**src/rtl/fetch_unit.sv**
```systemverilog
// Instruction fetch stage: owns the PC, drives the RAM address, captures the
// returned word and hands it to decode over a valid/ready handshake.
module fetch_unit #(
    parameter int unsigned ADDR_WIDTH  = 6,
    parameter int unsigned DATA_WIDTH  = 16,
    parameter logic [ADDR_WIDTH-1:0] RESET_PC = '0,
    parameter logic [3:0]  HALT_OPCODE = 4'hF
) (
    input  logic                  clk,
    input  logic                  rst,
    output logic [ADDR_WIDTH-1:0] address,
    input  logic [DATA_WIDTH-1:0] readdata,
    input  logic                  branch_taken,
    input  logic [ADDR_WIDTH-1:0] branch_target,
    output logic [DATA_WIDTH-1:0] instr_out,
    output logic [ADDR_WIDTH-1:0] instr_pc,
    output logic                  instr_valid,
    input  logic                  instr_ready,
    output logic                  halted
);

    typedef enum logic [1:0] {
        S_REQ  = 2'd0,
        S_CAP  = 2'd1,
        S_HOLD = 2'd2,
        S_HALT = 2'd3
    } state_t;

    state_t                r_state;
    state_t                w_state_nxt;
    logic [ADDR_WIDTH-1:0] r_pc;
    logic [ADDR_WIDTH-1:0] w_pc_nxt;
    logic [DATA_WIDTH-1:0] r_instr_out;
    logic [DATA_WIDTH-1:0] w_instr_out_nxt;
    logic [ADDR_WIDTH-1:0] r_instr_pc;
    logic [ADDR_WIDTH-1:0] w_instr_pc_nxt;
    logic                  r_instr_valid;
    logic                  w_instr_valid_nxt;
    logic                  r_halted;
    logic                  w_halted_nxt;
    logic                  w_is_halt;

    assign address     = r_pc;
    assign instr_out   = r_instr_out;
    assign instr_pc    = r_instr_pc;
    assign instr_valid = r_instr_valid;
    assign halted      = r_halted;

    assign w_is_halt = (r_instr_out[DATA_WIDTH-1 -: 4] == HALT_OPCODE);

    // State and datapath registers
    always_ff @(posedge clk) begin
        if (rst) begin
            r_state       <= S_REQ;
            r_pc          <= RESET_PC;
            r_instr_out   <= '0;
            r_instr_pc    <= '0;
            r_instr_valid <= 1'b0;
            r_halted      <= 1'b0;
        end else begin
            r_state       <= w_state_nxt;
            r_pc          <= w_pc_nxt;
            r_instr_out   <= w_instr_out_nxt;
            r_instr_pc    <= w_instr_pc_nxt;
            r_instr_valid <= w_instr_valid_nxt;
            r_halted      <= w_halted_nxt;
        end
    end

    // Next-state and next-register logic; a branch overrides the normal flow
    always_comb begin
        w_state_nxt       = r_state;
        w_pc_nxt          = r_pc;
        w_instr_out_nxt   = r_instr_out;
        w_instr_pc_nxt    = r_instr_pc;
        w_instr_valid_nxt = r_instr_valid;

        case (r_state)
            S_REQ: begin
                w_state_nxt = S_CAP;
            end
            S_CAP: begin
                w_instr_out_nxt   = readdata;
                w_instr_pc_nxt    = r_pc;
                w_instr_valid_nxt = 1'b1;
                w_pc_nxt          = r_pc + ADDR_WIDTH'(1);
                w_state_nxt       = S_HOLD;
            end
            S_HOLD: begin
                if (instr_ready) begin
                    w_instr_valid_nxt = 1'b0;
                    w_state_nxt       = w_is_halt ? S_HALT : S_REQ;
                end
            end
            S_HALT: begin
                w_instr_valid_nxt = 1'b0;
            end
            default: begin
                w_state_nxt = S_REQ;
            end
        endcase

        if (branch_taken) begin
            w_pc_nxt          = branch_target;
            w_instr_out_nxt   = r_instr_out;
            w_instr_pc_nxt    = r_instr_pc;
            w_instr_valid_nxt = 1'b0;
            w_state_nxt       = S_REQ;
        end

        w_halted_nxt = (w_state_nxt == S_HALT);
    end

endmodule
```
**config.mk**
```make
export PLATFORM = sky130hd
export DESIGN_NAME = fetch_unit
export DESIGN_NICKNAME = d
export VERILOG_FILES = /design/src/rtl/fetch_unit.sv
export SDC_FILE = /design/constraint.sdc
export NUM_CORES = 1
export LEC_CHECK = 0
export CAP_MARGIN = 30
export CORE_MARGIN = 5
export CORE_UTILIZATION = 44
export CTS_CLUSTER_SIZE = 25
export DETAILED_ROUTE_END_ITERATION = 7
export GPL_ROUTABILITY_DRIVEN = 0
export MAX_ROUTING_LAYER = met4
export PLACE_DENSITY = 0.85
export SLEW_MARGIN = 20
export SYNTH_ARGS = -nofsm -noshare
export SYNTH_HDL_FRONTEND = slang
export SYNTH_SLANG_ARGS = --single-unit
```
**constraint.sdc**
```tcl
create_clock -name clk -period 3.6 [get_ports clk]
set_clock_uncertainty 0.2 [all_clocks]
set_input_delay 0.72 -clock clk [delete_from_list [all_inputs] [get_ports clk]]
set_output_delay 0.72 -clock clk [all_outputs]
set_load 0.05 [all_outputs]
```
==> impl_summary.log, run 1 <==
[metrics] result of the run: completed
[metrics] MaxCap Viol Count: 0
[metrics] largest net degree at the start of global routing: 23
[metrics] worst vdd ir: 0.326 mV
[metrics] endpoints failing hold: 0
[metrics] post-synthesis async set-or-reset flop share: 0%
[metrics] Leak: 0.689 nW
[metrics] number of vias per cell after detailed routing: 5.08
[metrics] most used flip-flop cell after synthesis: sky130_fd_sc_hd__dfxtp_1
[metrics] most frequent cells in the layout: 55 x sky130_fd_sc_hd__clkdlybuf4s50_1, 46 x sky130_fd_sc_hd__nand2_1, 32 x sky130_fd_sc_hd__dfxtp_1, 23 x sky130_fd_sc_hd__a21oi_1, 7 x sky130_fd_sc_hd__nor2_1
[metrics] category of the critical setup timing path: reg2out
[metrics] Die Span X: 63.7 um
[metrics] Worst Setup SP: address[0]
[metrics] number of max-slew violations in the final report: 0
[metrics] Worst Path Max Fanout: 5
[metrics] final hold slack: 0.260 ns
[metrics] GRT Residual Overflow: 0
[metrics] hold buffer count at cts: 0
[metrics] power density relative to cell area: 386 nW/um2
[metrics] post-layout power: 729 uW
[metrics] maximum single-stage delay on the critical path: 0.85 ns
[metrics] area of the die: 4060 um2
[metrics] sequential-to-total area share from yosys stat: 50.5%
[metrics] Tightest Pin Transition: 0.678 ns
[metrics] number of filler instances in the final layout: 241
[metrics] Root Buffer Master: sky130_fd_sc_hd__clkbuf_4
[metrics] vias in the first global route: 1285
[metrics] Netlist Area Pre-Place: 1270 um2
[metrics] count of state elements after synthesis: 32
[metrics] path length in cells of the critical path: 1
[metrics] PnR worst setup slack: 1.05 ns
[metrics] wire length of the first global-routing pass: 5.57 mm
[metrics] Post-CTS Setup Bufs: 0
[metrics] critical path capture point type: output pin
[metrics] number of clock buffers inserted by TritonCTS: 5
[metrics] cells along the critical path: clkdlybuf4s50_1
[metrics] Final Routed Wirelength: 3.33 mm
[metrics] required time at the worst-slack endpoint: 2.68 ns
[metrics] register clock-pin slew on the reported worst setup and hold paths: 0.09 ns
[metrics] number of antenna violations at the first check in global routing: 0
[metrics] synthesis-to-layout area growth: 49.0%
[metrics] DIE HEIGHT: 63.7 um
[metrics] number of buffers and inverters on the critical path: 1
[metrics] TritonCTS clock tree: yes
[metrics] quantity of gates resized following cts: 0
[metrics] hpwl dp: 2.44 mm
[metrics] final net count: 233
[metrics] Slew HR: 54.8%
[metrics] Worst Setup EP: address[0]
[metrics] total clock sinks: 32
[metrics] final count of negative-setup-slack endpoints: 0
[metrics] Yosys warning total: 0
[metrics] FMAX: 392 MHz
[metrics] crit start category: register
[metrics] Crit Reg-Reg Startpoint: r_state[0]
[metrics] Final TNS setup: 0 ns
[metrics] leading cell type in the layout, fill and taps excluded: sky130_fd_sc_hd__clkdlybuf4s50_1
[metrics] final antenna diode count: 0
[metrics] count of cells along the worst register-to-register path: 3
[metrics] count of flip-flops with a built-in enable after synthesis: 0
[metrics] num ports: 56
[metrics] arrival time at the worst endpoint: 1.63 ns
[metrics] placement row count: 19
[metrics] layout cells sized above 1: 6.28%
[metrics] setup slack of the worst register-to-register path: 1.81 ns
[metrics] terminus of the critical flop-to-flop path: instr_pc[2]
[metrics] Initial DRC Count: 49
[metrics] gate count after technology mapping: 151
[metrics] maximum buffer depth of the clock tree: 2
[metrics] residual DRC count: 0
[metrics] clk_lat worst skew: 0.33 ns
[metrics] leading area contributor after synthesis: sky130_fd_sc_hd__dfxtp_1
[metrics] unrepaired setup endpoints after global routing: false
[metrics] antenna violation net count after detailed routing: 0
[metrics] crit path time final: 2.55 ns
[metrics] total routing usage reported by global routing: 17.4%
[metrics] vias after detailed routing: 1209
[metrics] worst hold path class: reg2reg
[metrics] Routed WL per cell: 14.0 um
[metrics] final clock period utilization by the worst path: 70.8%
[metrics] Floorplan Core Area: 2760 um2
[metrics] library cell contributing the largest single delay on the critical path: sky130_fd_sc_hd__clkdlybuf4s50_1
[metrics] IO Port Bufs: 55
[metrics] cell family contributing the most delay on the critical path: buffers and inverters
[metrics] synth top area cells: sky130_fd_sc_hd__dfxtp_1 50%, sky130_fd_sc_hd__nand2_1 14%, sky130_fd_sc_hd__a21oi_1 9.1%
[metrics] Detailed Routing Iterations Pass 1: 4
[metrics] mean instance size in the synthesized netlist: 8.40 um2
[metrics] count of distinct cell types in the synthesized netlist: 30
[metrics] htree depth: 2
[metrics] effective utilization at floorplan: 46.0%
[metrics] area share of the largest cell type after synthesis: 50.5%
[metrics] number of nets in the synthesized netlist: 178
[metrics] placement-stage worst setup slack: 0.991 ns
-- worst reg2reg max path: cells and delay by family (launching register included) --
family / cells / cell delay (ns)
simple gates: 2 / 0.88
compound gates: 1 / 0.10
flops: 1 / 0.51
-- cell families after synthesis --
kind of cell | count (synthesis) | synth area share (%)
AOI/OAI and AO/OA | 38 | 18.5
xor gates and xnor gates | 2 | 1.38
adders and majority gates | 1 | 0.986
buffers and inverters | 14 | 4.73
DFF | 32 | 50.5
muxes | 1 | 0.789
and+or+nand+nor | 63 | 23.1
-- stage by stage --
stage	cell area [um2]	utilization (%)	instances
after floorplan	1270	-	151
after global placement	1830	66.4	230
after detailed placement	1830	66.4	230
after CTS	1890	68.6	238
after global routing	1890	68.6	238
final	1890	68.6	238
-- per-layer routing --
| layer | share of wire (%) | routed length (um) | GRT usage [%] |
|---|---|---|---|
| met5 | 0 | 0 | - |
| met4 | 1.3 | 44 | 7.01 |
| met3 | 7.1 | 237 | 5.68 |
| met2 | 48 | 1580 | 29.6 |
| met1 | 44 | 1460 | 18.5 |
-- cells in the mapped netlist (all sizes together) (2+ instances only) --
cell / number
nor3b: 2
nand2: 46
buf: 6
clkbuf: 3
a21oi: 23
o21ai: 5
a211oi: 3
inv: 5
nor2: 7
dfxtp: 32
xnor2: 2
-- worst min-delay path by stage --
| stage | startpoint | to | slack [ns] | cells past startpoint |
|---|---|---|---|---|
| global placement | instr_pc[5] | instr_pc[5] | 0.24 | 2 |
| CTS | instr_out[1] | instr_out[1] | 0.26 | 2 |
| detailed placement | instr_out[1] | instr_out[1] | 0.25 | 2 |
| global route | instr_out[1] | instr_out[1] | 0.28 | 2 |
| floorplan | r_state[1] | halted | 0.28 | 2 |
| finish | instr_out[0] | instr_out[0] | 0.26 | 2 |
-- power breakdown --
| group | internal, mW | switching (mW) |
|---|---|---|
| logic | 0.0601 | 0.0793 |
| clock network | 0.0962 | 0.113 |
| registers | 0.367 | 0.0132 |
| total | 0.524 | 0.205 |
-- flip-flops by register name (all words and copies together), names as in the netlist --
name,count
halted,1
instr_valid,1
address,6
instr_out,16
instr_pc,6
r_state,2
-- final cells by class --
| cell class | count | area, um2 | area share (%) |
|---|---|---|---|
| Sequential cell | 32 | 641 | 33.9 |
| Multi-Input combinational cell | 105 | 568 | 30.0 |
| Timing Repair Buffer | 57 | 566 | 29.9 |
| Clock buffer | 8 | 58.8 | 3.11 |
| Tap cell | 31 | 38.8 | 2.05 |
| Inverter | 5 | 18.8 | 0.993 |
Note: power is estimated with default switching activity, not from simulation.
==> run 2, diff against run 1 <==
CORE_UTILIZATION = 41   (was 44)
PLACE_DENSITY = 0.8   (was 0.85)
clock period = 2.6 ns   (was 3.6 ns; I/O delays follow)
==> run 2 against run 1 <==
  * Worst hold slack gained 0.0014 ns
  * Clock power grew 42%
  * Core utilization shrank 5.0 points
  * Clock-buffer cell count is the same
  * Combinational power grew 40%
  * Sequential cell count is the same
  * Register-to-register slack lost 0.97 ns
  * Power grew 39%
  * Critical path depth is the same
  * Worst setup slack lost 0.79 ns
  * Cell area grew 0.93%
  * Largest cell class unchanged
==> impl_summary.log, run 2 (same netlist as run 1, synthesis figures left out) <==
[metrics] result of the run: completed (unchanged)
[metrics] Detailed Routing Iterations Pass 1: 4 (unchanged)
[metrics] antenna violation net count after detailed routing: 0 (unchanged)
[metrics] Initial DRC Count: 71 (was 49)
[metrics] Root Buffer Master: sky130_fd_sc_hd__clkbuf_4 (unchanged)
[metrics] area of the die: 4310 um2 (was 4060 um2)
[metrics] crit path time final: 2.33 ns
[metrics] clk_lat worst skew: 0.33 ns (about the same)
[metrics] FMAX: 428 MHz
[metrics] Worst Path Max Fanout: 6 (was 5)
[metrics] IO Port Bufs: 55 (unchanged)
[metrics] num ports: 56 (unchanged)
[metrics] library cell contributing the largest single delay on the critical path: sky130_fd_sc_hd__clkdlybuf4s50_1 (unchanged)
[metrics] final clock period utilization by the worst path: 89.8%
[metrics] quantity of gates resized following cts: 0 (unchanged)
[metrics] endpoints failing hold: 0 (unchanged)
[metrics] maximum buffer depth of the clock tree: 2 (unchanged)
[metrics] final net count: 235 (was 233)
[metrics] vias after detailed routing: 1231 (was 1209)
[metrics] placement row count: 20 (was 19)
[metrics] cell family contributing the most delay on the critical path: buffers and inverters (unchanged)
[metrics] GRT Residual Overflow: 0 (unchanged)
[metrics] cells along the critical path: clkdlybuf4s50_1 (unchanged)
[metrics] number of antenna violations at the first check in global routing: 0 (unchanged)
[metrics] TritonCTS clock tree: yes (unchanged)
[metrics] synthesis-to-layout area growth: 50.4% (was 49.0%)
[metrics] cell depth of the worst min-delay path: 2 (unchanged)
[metrics] arrival time at the worst endpoint: 1.61 ns (was 1.63 ns)
[metrics] power density relative to cell area: 533 nW/um2 (was 386 nW/um2)
[metrics] worst vdd ir: 0.328 mV (was 0.326 mV)
[metrics] hold buffer count at cts: 0 (unchanged)
[metrics] unrepaired setup endpoints after global routing: false (unchanged)
[metrics] effective utilization at floorplan: 42.3% (was 46.0%)
[metrics] maximum single-stage delay on the critical path: 0.84 ns (was 0.85 ns)
[metrics] crit start category: register (unchanged)
[metrics] number of vias per cell after detailed routing: 5.09 (was 5.08)
[metrics] required time at the worst-slack endpoint: 1.88 ns (was 2.68 ns)
[metrics] final antenna diode count: 0 (unchanged)
[metrics] number of filler instances in the final layout: 290 (was 241)
[metrics] terminus of the critical flop-to-flop path: instr_out[15] (was instr_pc[2])
[metrics] Die Span X: 65.6 um (was 63.7 um)
[metrics] residual DRC count: 0 (unchanged)
[metrics] Routed WL per cell: 13.4 um (was 14.0 um)
[metrics] Crit Reg-Reg Startpoint: r_state[0] (unchanged)
[metrics] number of max-slew violations in the final report: 0 (unchanged)
[metrics] vias in the first global route: 1159 (was 1285)
[metrics] largest net degree at the start of global routing: 23 (unchanged)
[metrics] hpwl dp: 2.45 mm (was 2.44 mm)
[metrics] post-layout power: 1.02 mW (was 729 uW)
[metrics] Final TNS setup: 0 ns (unchanged)
[metrics] Final Util: 63.5% (was 68.6%)
[metrics] Post-CTS Setup Bufs: 0 (unchanged)
[metrics] total clock sinks: 32 (unchanged)
[metrics] Slew HR: 55.7% (was 54.8%)
[metrics] number of flip-flops under the largest register name: 16 (unchanged)
[metrics] category of the critical setup timing path: reg2out (unchanged)
[metrics] number of buffers and inverters on the critical path: 1 (unchanged)
[metrics] final count of negative-setup-slack endpoints: 0 (unchanged)
[metrics] layout cells sized above 1: 7.18% (was 6.28%)
[metrics] total routing usage reported by global routing: 16.2% (was 17.4%)
[metrics] Worst Hold Launch: instr_pc[3] (was instr_out[0])
[metrics] Floorplan Core Area: 3000 um2 (was 2760 um2)
[metrics] register clock-pin slew on the reported worst setup and hold paths: 0.09 ns (about the same)
[metrics] DIE HEIGHT: 65.6 um (was 63.7 um)
[metrics] most frequent cells in the layout: 55 x sky130_fd_sc_hd__clkdlybuf4s50_1, 46 x sky130_fd_sc_hd__nand2_1, 32 x sky130_fd_sc_hd__dfxtp_1, 23 x sky130_fd_sc_hd__a21oi_1, 7 x sky130_fd_sc_hd__nor2_1 (unchanged)
[metrics] number of clock buffers inserted by TritonCTS: 5 (unchanged)
[metrics] MaxCap Viol Count: 0 (unchanged)
[metrics] worst hold path class: reg2reg (unchanged)
[metrics] Final Routed Wirelength: 3.24 mm (was 3.33 mm)
[metrics] leading cell type in the layout, fill and taps excluded: sky130_fd_sc_hd__clkdlybuf4s50_1 (unchanged)
[metrics] htree depth: 2 (unchanged)
[metrics] Leak: 0.698 nW (was 0.689 nW)
[metrics] Tightest Pin Transition: 0.665 ns (was 0.678 ns)
[metrics] Endpoint, Worst Hold: instr_pc[3] (was instr_out[0])
[metrics] count of cells along the worst register-to-register path: 3 (unchanged)
[metrics] wire length of the first global-routing pass: 5.20 mm (was 5.57 mm)
[metrics] setup slack of the worst register-to-register path: 0.84 ns (was 1.81 ns)
[metrics] critical path capture point type: output pin (unchanged)
==> run 2: cell types whose count changed in the layout (fill, tap and decap cells not counted), sizes merged <==
cell,delta
buf,+2
==> run 2: area by class of cell <==
class / instances / area (um2) / area share, %
clock buffers: 8 / 58.8 / 3.08
inverters: 5 / 18.8 / 0.984
multi-input cells: 105 / 568 / 29.8
flip-flops and latches: 32 / 641 / 33.6
well taps: 33 / 41.3 / 2.16
repair buffers: 59 / 581 / 30.4
==> run 2: where the power goes <==
part / total (mW) / leakage (nW) / switching, mW / internal [mW]
logic: 0.194 / 0.405 / 0.109 / 0.0852
registers: 0.527 / 0.261 / 0.0182 / 0.508
clock network: 0.296 / 0.0326 / 0.162 / 0.133
==> run 2: through the flow <==
stage                     hold slack, ns  cells  instance area, um2  setup slack [ns]
final                              0.261    242                1910             0.265
after global routing               0.281    242                1910             0.209
after detailed placement           0.248    234                1850             0.398
after CTS                          0.260    242                1910             0.246
after global placement             0.242    234                1850             0.447
after floorplan                    0.285    151                1270             0.691
==> run 2: worst max-delay path by stage <==
stage | start | end | slack, ns | cells after the start
finish | address[3] | address[3] | 0.27 | 1
global route | address[0] | address[0] | 0.21 | 1
CTS | address[0] | address[0] | 0.25 | 1
detailed placement | branch_taken | instr_out[9] | 0.40 | 4
global placement | branch_taken | instr_out[11] | 0.45 | 4
floorplan | address[0] | address[4] | 0.69 | 4
==> run 2: metal layers <==
| layer | vias to the layer above | track usage (%) | routed length, um |
|---|---|---|---|
| met1 | 559 | 18.1 | 1420 |
| met4 | 0 | 8.55 | 67 |
| met5 | - | - | 0 |
| li1 | 620 | - | - |
| met2 | 45 | 25.8 | 1500 |
| met3 | 7 | 5.30 | 249 |
